`config.mk`:
```
export PLATFORM = sky130hd
export DESIGN_NAME = unet_bn_act
export DESIGN_NICKNAME = d
export VERILOG_FILES = /design/src/rtl/unet_bn_pkg.sv /design/src/rtl/unet_bn_datapath.sv /design/src/rtl/unet_bn_act.sv
export SDC_FILE = /design/constraint.sdc
export NUM_CORES = 2
export LEC_CHECK = 0
export ABC_AREA = 0
export CAP_MARGIN = 20
export CORE_MARGIN = 3
export CORE_UTILIZATION = 45
export CTS_CLUSTER_DIAMETER = 50
export CTS_CLUSTER_SIZE = 20
export DETAILED_ROUTE_END_ITERATION = 8
export PLACE_DENSITY = 0.64
export RECOVER_POWER = 100
export SYNTH_ARGS = -nofsm -noshare
export SYNTH_HDL_FRONTEND = slang
export SYNTH_SLANG_ARGS = --single-unit
```
`constraint.sdc`:
```
create_clock -name clk -period 9.45 [get_ports clk]
set_input_delay 1.89 -clock clk [delete_from_list [all_inputs] [get_ports clk]]
set_output_delay 1.89 -clock clk [all_outputs]
set_load 0.05 [all_outputs]
```
`src/rtl/unet_bn_pkg.sv`:
```
// Shared definitions for the UNET batch-norm + activation engine.
// Holds default widths, mode and FSM state encodings, the signed
// saturation helper and the clamped-ReLU ceiling.
package unet_bn_pkg;

    localparam int unsigned DATA_W_DEF = 12;
    localparam int unsigned FRAC_W_DEF = 8;
    localparam int unsigned ADDR_W_DEF = 15;
    localparam int unsigned DIM_W_DEF  = 7;
    localparam int unsigned CH_MAX_DEF = 64;

    // Activation select
    typedef enum logic [1:0] {
        MODE_BYPASS = 2'd0,
        MODE_RELU   = 2'd1,
        MODE_LEAKY  = 2'd2,
        MODE_RELU6  = 2'd3
    } mode_t;

    // Pass sequencing
    typedef enum logic [1:0] {
        ST_IDLE  = 2'd0,
        ST_RUN   = 2'd1,
        ST_DRAIN = 2'd2,
        ST_DONE  = 2'd3
    } state_t;

    // Clamp a wide signed value into the signed range of a w-bit word.
    function automatic logic signed [63:0] sat_w(input logic signed [63:0] v,
                                                 input int unsigned        w);
        logic signed [63:0] hi;
        logic signed [63:0] lo;
        logic signed [63:0] r;
        hi = (64'sd1 <<< (w - 1)) - 64'sd1;
        lo = -(64'sd1 <<< (w - 1));
        r  = v;
        if (v > hi) begin
            r = hi;
        end else if (v < lo) begin
            r = lo;
        end
        return r;
    endfunction

    // 6.0 expressed with frac_w fractional bits.
    function automatic int relu6_q(input int unsigned frac_w);
        return 6 << frac_w;
    endfunction

    localparam int RELU6_Q = relu6_q(FRAC_W_DEF);

endpackage

```
`src/rtl/unet_bn_datapath.sv`:
```
// Two-stage scale/bias/activate pipeline.
// Stage 1 registers x*scale together with valid, channel and write address.
// Stage 2 floors the product, adds the channel bias, saturates, applies the
// activation and registers the result straight onto the SRAM write port.
// Ports: clk, arst_n, mode, in_valid/in_ch/in_addr/x (element entering
// stage 1), scale (coefficient for in_ch), bias_ch_c (channel held in
// stage 1, used to look up bias), bias, out_valid/out_addr/out_data.
module unet_bn_datapath
    import unet_bn_pkg::*;
#(
    parameter int unsigned DATA_W = DATA_W_DEF,
    parameter int unsigned FRAC_W = FRAC_W_DEF,
    parameter int unsigned ADDR_W = ADDR_W_DEF,
    parameter int unsigned CH_AW  = 6
) (
    input  logic                     clk,
    input  logic                     arst_n,
    input  mode_t                    mode,
    input  logic                     in_valid,
    input  logic [CH_AW-1:0]         in_ch,
    input  logic [ADDR_W-1:0]        in_addr,
    input  logic signed [DATA_W-1:0] x,
    input  logic signed [DATA_W-1:0] scale,
    output logic [CH_AW-1:0]         bias_ch_c,
    input  logic signed [DATA_W-1:0] bias,
    output logic                     out_valid,
    output logic [ADDR_W-1:0]        out_addr,
    output logic signed [DATA_W-1:0] out_data
);

    localparam int unsigned P_W = 2 * DATA_W;
    localparam int unsigned S_W = P_W + 1;
    localparam logic signed [DATA_W-1:0] RELU6_LIM = DATA_W'(relu6_q(FRAC_W));

    logic signed [P_W-1:0]    prod_c;
    logic signed [P_W-1:0]    prod_q;
    logic                     s1_valid;
    logic [CH_AW-1:0]         s1_ch;
    logic [ADDR_W-1:0]        s1_addr;
    logic signed [P_W-1:0]    shr_c;
    logic signed [S_W-1:0]    sum_c;
    logic signed [DATA_W-1:0] y_c;
    logic signed [DATA_W-1:0] act_c;

    // Full-width signed product
    assign prod_c = P_W'(x) * P_W'(scale);

    // Stage 1: product and sideband
    always_ff @(posedge clk or negedge arst_n) begin
        if (!arst_n) begin
            prod_q   <= '0;
            s1_valid <= 1'b0;
            s1_ch    <= '0;
            s1_addr  <= '0;
        end else begin
            s1_valid <= in_valid;
            if (in_valid) begin
                prod_q  <= prod_c;
                s1_ch   <= in_ch;
                s1_addr <= in_addr;
            end
        end
    end

    assign bias_ch_c = s1_ch;

    // Arithmetic shift floors toward negative infinity
    assign shr_c = prod_q >>> FRAC_W;
    assign sum_c = S_W'(shr_c) + S_W'(bias);
    assign y_c   = DATA_W'(sat_w(64'(sum_c), DATA_W));

    // Activation on the saturated value
    always_comb begin
        act_c = y_c;
        case (mode)
            MODE_BYPASS: act_c = y_c;
            MODE_RELU: begin
                if (y_c[DATA_W-1]) act_c = '0;
            end
            MODE_LEAKY: begin
                if (y_c[DATA_W-1]) act_c = y_c >>> 3;
            end
            MODE_RELU6: begin
                if (y_c[DATA_W-1]) begin
                    act_c = '0;
                end else if (y_c > RELU6_LIM) begin
                    act_c = RELU6_LIM;
                end
            end
            default: act_c = y_c;
        endcase
    end

    // Stage 2: result onto the write port
    always_ff @(posedge clk or negedge arst_n) begin
        if (!arst_n) begin
            out_valid <= 1'b0;
            out_addr  <= '0;
            out_data  <= '0;
        end else begin
            out_valid <= s1_valid;
            if (s1_valid) begin
                out_addr <= s1_addr;
                out_data <= act_c;
            end
        end
    end

endmodule

```
`src/rtl/unet_bn_act.sv`:
```
// Streaming batch-norm + activation engine.
// Reads a channel-major map from the input SRAM, applies per-channel
// scale/bias from an internal table and the selected activation, and writes
// one element per cycle to the output SRAM with a 3-cycle read-to-write lag.
// Ports: clk, arst_n; start/busy/done/err pass control; mode, channels,
// height, width, in_base, out_base pass setup; cfg_* coefficient writes;
// input_rsc_* read port; output_rsc_* write port; *_triosy_lz end-of-pass.
module unet_bn_act
    import unet_bn_pkg::*;
#(
    parameter  int unsigned DATA_W = DATA_W_DEF,
    parameter  int unsigned FRAC_W = FRAC_W_DEF,
    parameter  int unsigned ADDR_W = ADDR_W_DEF,
    parameter  int unsigned DIM_W  = DIM_W_DEF,
    parameter  int unsigned CH_MAX = CH_MAX_DEF,
    localparam int unsigned CH_AW  = (CH_MAX > 1) ? $clog2(CH_MAX) : 1
) (
    input  logic                     clk,
    input  logic                     arst_n,
    input  logic                     start,
    output logic                     busy,
    output logic                     done,
    output logic                     err,
    input  logic [1:0]               mode,
    input  logic [DIM_W-1:0]         channels,
    input  logic [DIM_W-1:0]         height,
    input  logic [DIM_W-1:0]         width,
    input  logic [ADDR_W-1:0]        in_base,
    input  logic [ADDR_W-1:0]        out_base,
    input  logic                     cfg_we,
    input  logic [CH_AW-1:0]         cfg_addr,
    input  logic signed [DATA_W-1:0] cfg_scale,
    input  logic signed [DATA_W-1:0] cfg_bias,
    output logic [ADDR_W-1:0]        input_rsc_radr,
    output logic                     input_rsc_re,
    input  logic signed [DATA_W-1:0] input_rsc_q,
    output logic                     input_rsc_clken,
    output logic                     input_triosy_lz,
    output logic [ADDR_W-1:0]        output_rsc_wadr,
    output logic signed [DATA_W-1:0] output_rsc_d,
    output logic                     output_rsc_we,
    output logic                     output_rsc_clken,
    output logic                     output_triosy_lz
);

    localparam int unsigned HW_W = 2 * DIM_W;
    localparam int unsigned N_W  = 3 * DIM_W;

    state_t              state_q;
    state_t              state_nx;
    mode_t               mode_q;
    logic [HW_W-1:0]     hw_c;
    logic [N_W-1:0]      n_c;
    logic                too_many_c;
    logic                empty_c;
    logic [HW_W-1:0]     hw_last_q;
    logic [HW_W-1:0]     pix_q;
    logic [CH_AW-1:0]    ch_q;
    logic [N_W-1:0]      rem_q;
    logic [ADDR_W-1:0]   rd_wadr_q;
    logic [1:0]          drain_q;
    logic                d_vld_q;
    logic [CH_AW-1:0]    d_ch_q;
    logic [ADDR_W-1:0]   d_wadr_q;
    logic [CH_AW-1:0]    bias_ch_c;
    logic signed [DATA_W-1:0] scale_c;
    logic signed [DATA_W-1:0] bias_c;
    logic signed [DATA_W-1:0] scale_tab [CH_MAX];
    logic signed [DATA_W-1:0] bias_tab  [CH_MAX];

    // Pass geometry from the live setup inputs
    assign hw_c       = HW_W'(height) * HW_W'(width);
    assign n_c        = N_W'(channels) * N_W'(hw_c);
    assign too_many_c = 32'(channels) > CH_MAX;
    assign empty_c    = (n_c == '0);

    // Next-state decode
    always_comb begin
        state_nx = state_q;
        case (state_q)
            ST_IDLE: begin
                if (start) begin
                    if (too_many_c || empty_c) state_nx = ST_DONE;
                    else                       state_nx = ST_RUN;
                end
            end
            ST_RUN: begin
                if (rem_q == '0) state_nx = ST_DRAIN;
            end
            ST_DRAIN: begin
                if (drain_q == 2'd0) state_nx = ST_DONE;
            end
            ST_DONE:  state_nx = ST_IDLE;
            default:  state_nx = ST_IDLE;
        endcase
    end

    // State, counters and read-port registers
    always_ff @(posedge clk or negedge arst_n) begin
        if (!arst_n) begin
            state_q        <= ST_IDLE;
            mode_q         <= MODE_BYPASS;
            busy           <= 1'b0;
            done           <= 1'b0;
            err            <= 1'b0;
            hw_last_q      <= '0;
            pix_q          <= '0;
            ch_q           <= '0;
            rem_q          <= '0;
            rd_wadr_q      <= '0;
            drain_q        <= '0;
            input_rsc_re   <= 1'b0;
            input_rsc_radr <= '0;
        end else begin
            state_q <= state_nx;
            busy    <= (state_nx == ST_RUN) || (state_nx == ST_DRAIN);
            done    <= (state_nx == ST_DONE);
            case (state_q)
                ST_IDLE: begin
                    if (start) begin
                        mode_q         <= mode_t'(mode);
                        err            <= too_many_c;
                        hw_last_q      <= hw_c - HW_W'(1);
                        rem_q          <= n_c - N_W'(1);
                        pix_q          <= '0;
                        ch_q           <= '0;
                        input_rsc_radr <= in_base;
                        rd_wadr_q      <= out_base;
                        input_rsc_re   <= (state_nx == ST_RUN);
                    end
                end
                ST_RUN: begin
                    if (rem_q == '0) begin
                        input_rsc_re <= 1'b0;
                        drain_q      <= 2'd2;
                    end else begin
                        rem_q          <= rem_q - N_W'(1);
                        input_rsc_radr <= input_rsc_radr + ADDR_W'(1);
                        rd_wadr_q      <= rd_wadr_q + ADDR_W'(1);
                        // Channel advances when the pixel counter rolls over
                        if (pix_q == hw_last_q) begin
                            pix_q <= '0;
                            ch_q  <= ch_q + CH_AW'(1);
                        end else begin
                            pix_q <= pix_q + HW_W'(1);
                        end
                    end
                end
                ST_DRAIN: drain_q <= drain_q - 2'd1;
                default: ;
            endcase
        end
    end

    // Align channel/address sideband with the SRAM read data
    always_ff @(posedge clk or negedge arst_n) begin
        if (!arst_n) begin
            d_vld_q  <= 1'b0;
            d_ch_q   <= '0;
            d_wadr_q <= '0;
        end else begin
            d_vld_q  <= input_rsc_re;
            d_ch_q   <= ch_q;
            d_wadr_q <= rd_wadr_q;
        end
    end

    // Coefficient table, writable only while idle; contents not reset
    always_ff @(posedge clk) begin
        if (cfg_we && (state_q == ST_IDLE)) begin
            scale_tab[cfg_addr] <= cfg_scale;
            bias_tab[cfg_addr]  <= cfg_bias;
        end
    end

    assign scale_c = scale_tab[d_ch_q];
    assign bias_c  = bias_tab[bias_ch_c];

    unet_bn_datapath #(
        .DATA_W (DATA_W),
        .FRAC_W (FRAC_W),
        .ADDR_W (ADDR_W),
        .CH_AW  (CH_AW)
    ) u_datapath (
        .clk       (clk),
        .arst_n    (arst_n),
        .mode      (mode_q),
        .in_valid  (d_vld_q),
        .in_ch     (d_ch_q),
        .in_addr   (d_wadr_q),
        .x         (input_rsc_q),
        .scale     (scale_c),
        .bias_ch_c (bias_ch_c),
        .bias      (bias_c),
        .out_valid (output_rsc_we),
        .out_addr  (output_rsc_wadr),
        .out_data  (output_rsc_d)
    );

    assign input_rsc_clken  = input_rsc_re;
    assign output_rsc_clken = output_rsc_we;
    assign input_triosy_lz  = done;
    assign output_triosy_lz = done;

endmodule

```
==> results_dict.tcl <==
set metrics [dict create \
    skew_ns 0.06514 \
    grt_pass1_vias 42050 \
    violations "capacitance limit, slew limit, setup timing" \
    num_io_pins 150 \
    tightest_slew_ns 6.494 \
    die_h_um 422.6 \
    cp.arrival_ns 10.29 \
    setup_viol 5 \
    start_kind "input pin" \
    drc 0 \
    std_cell_rows 152 \
    hold_violations 0 \
    critPathMaxStageDelay_ns 0.59 \
    post-route-period-util 1.017 \
    gp_congestion 0.8441 \
    fmax_mhz 104.1 \
    critPathCapture "busy" \
    routedWlPerCell_um 25.55 \
    wirelength_um 183300 \
    synth_edf_count 1536 \
    detail_route.vias_per_cell 5.720 \
    slew_headroom -3.329 \
    crit_path_end_kind "flip-flop" \
    initial_core_util 0.4538 \
    final_common_cell "edfxtp_1" \
    setup_ws_ns -0.1574 \
    grt_pass1_wl_um 277200 \
    grt_max_degree 124 \
    dp_hpwl_um 114500 \
    drtAntennaViolNets 0 \
    dp.cells 6888 \
    rr_startpoint "d_ch_q[1]" \
    worstRegToRegCells 25 \
    cts_tree "done" \
    syn-num-nets 4871 \
    cts_inserted_buffers 137 \
    maxCapViolCount 86 \
    seq_area_frac_synth 0.6492 \
    area_growth_pct 13.71 \
    fin_crit_ns 9.607 \
    drive_gt1_frac 0.2350 \
    startpoint "height[4]" \
    synth_warnings 0 \
    clk-insertion-delay-late_ns 0.79 \
    io_buffers 149 \
    hold_path_class "reg -> reg" \
    cts.root.buffer_cell "clkbuf_16" \
    ys_async_sr_fraction 0.1065 \
    dr.pass1.iters 5 \
    cts_buffer_depth 3 \
    ys_types 87 \
    layout_common_cells "edfxtp_1, mux4_2, nand2_1" \
    rrSetupSlack_ns 1.20 \
    rsz0062_at_grt "true" \
    grt_overflow 0 \
    final_nets 5209 \
    status "finished, violations left" \
    hold_start "rd_wadr_q[9]" \
    worstPathMaxFanout 4 \
    ys_seq_elements 1719 \
    drt_iter0_markers 4032 \
    route.vias.total 41040 \
    crit_top_cell "fa_1" \
    syn_area_um2 78100 \
    drv_slew 2870 \
    stdcell_count 7174 \
    antenna_found_initial 14 \
    cts_num_sinks 1719 \
    crit_required_ns 10.13 \
    track_usage 0.2079 \
    die_area_um2 178600 \
    core_area_um2 172100 \
    ys.flop_type "edfxtp_1" \
    cts_hold_buf 0 \
    criticalPathCategory "in -> reg" \
    crit_path_top_delay_cell "fa_1" \
    cts_max_level 4 \
    syn_avg_cell_area_um2 17.71 \
    fp.dieW_um 422.6 \
    reg2reg_to "u_datapath.prod_q[23]" \
    synth_cells 4409 \
    cts.clk_slew.worst_paths_ns 0.08 \
]
[synth_stat cells, drive strengths merged (14+ instances only)]
library cell     n  area share
edfxtp        1536        0.59
mux4           504        0.15
nand2          256       0.012
inv            250       0.012
fa             220       0.056
dfrtp          183       0.059
nor2           162      0.0078
ha             143       0.023
and2           136       0.011
clkbuf         133      0.0064
o21ai          115      0.0077
a21oi          110      0.0070
buf             79      0.0046
xnor2           61      0.0068
mux2            50      0.0072
nor3            38      0.0025
xor2            37      0.0041
nand3           36      0.0023
nand2b          30      0.0024
nor2b           28      0.0022
a31oi           27      0.0022
nand4           25      0.0022
and3            22      0.0018
o22ai           21      0.0017
a21o            18      0.0017
o21a            14      0.0014
[metrics by stage]
step	util	hold slack [ns]	setup WS [ns]	TNS, ns	instance area, µm²
2_1_floorplan	-	0.3619	-0.7235	-4.011	78270
3_3_place_gp	0.4883	0.3840	-1.517	-17.62	84040
3_5_place_dp	0.4891	0.3882	-1.689	-20.49	84180
4_1_cts	0.5176	0.3936	-0.2633	-0.8130	89080
5_1_grt	0.5159	0.4054	-0.4521	-4.413	88790
6_report	0.5159	0.3877	-0.1574	-0.2734	88800
[cells by family (layout without fill, tap and decap cells)]
family / count (synthesis) / in the layout / synth area share
xor+xnor: 98 / 98 / 0.01099
buf+inv: 462 / 909 / 0.02304
other cells: 0 / 8 / 0
mux: 563 / 563 / 0.1537
simple gates: 800 / 800 / 0.05053
flops: 1719 / 1719 / 0.6492
fa+ha+maj: 363 / 363 / 0.07930
compound gates: 404 / 404 / 0.03321
[per-layer routing]
| layer | wire [µm] | GRT usage | vias to the layer above |
|---|---|---|---|
| li1 | - | - | 17810 |
| met1 | 76770 | 0.2909 | 21720 |
| met2 | 89520 | 0.3354 | 1299 |
| met3 | 13270 | 0.04321 | 204 |
| met4 | 3765 | 0.05227 | 0 |
| met5 | 0 | 0 | - |
[state kept, by name (all words and copies together) (netlist names), 2 cells and up]
signal,count
u_datapath.bias_ch_c,6
rd_wadr_q,15
bias_tab,768
rem_q,21
u_datapath.out_data,12
d_wadr_q,15
scale_tab,768
pix_q,14
u_datapath.s1_addr,15
mode_q,2
d_ch_q,6
ch_q,6
input_rsc_radr,15
drain_q,2
state_q,2
hw_last_q,14
u_datapath.out_addr,15
u_datapath.prod_q,16
[critical path: cells and delay by family]
family	cells	cell delay [ns]
buffers and inverters	7	0.38
adders and majority gates	11	4.70
xor gates and xnor gates	1	0.16
AOI/OAI and AO/OA	9	1.72
and+or+nand+nor	6	1.44
[what timing repair did]
item,CTS,global route
gates resized for setup,71,45
buffers inserted,10,4
pin swaps,40,26
setup endpoints to repair,14,13
[final cells by class]
type | count | area, µm²
Multi-Input combinational cell | 2228 | 26310
Fill cell | 13760 | 83310
Inverter | 250 | 938.4
Sequential cell | 1719 | 50730
Tap cell | 2310 | 2890
Timing Repair Buffer | 411 | 3192
Clock inverter | 101 | 1239
Clock buffer | 147 | 3487
Antenna cell | 8 | 20.02
[how the worst min path moves through the flow]
stage / to / slack (ns) / cells past startpoint
global route: d_wadr_q[9] / 0.41 / 0
finish: d_wadr_q[9] / 0.39 / 0
global placement: d_ch_q[5] / 0.38 / 0
detailed placement: d_ch_q[5] / 0.39 / 0
floorplan: d_ch_q[5] / 0.36 / 0
CTS: d_wadr_q[9] / 0.39 / 0
Power is left out: the tool's default activity adds up to more than one toggle a clock period on the data nets, which glitch-free logic cannot reach.
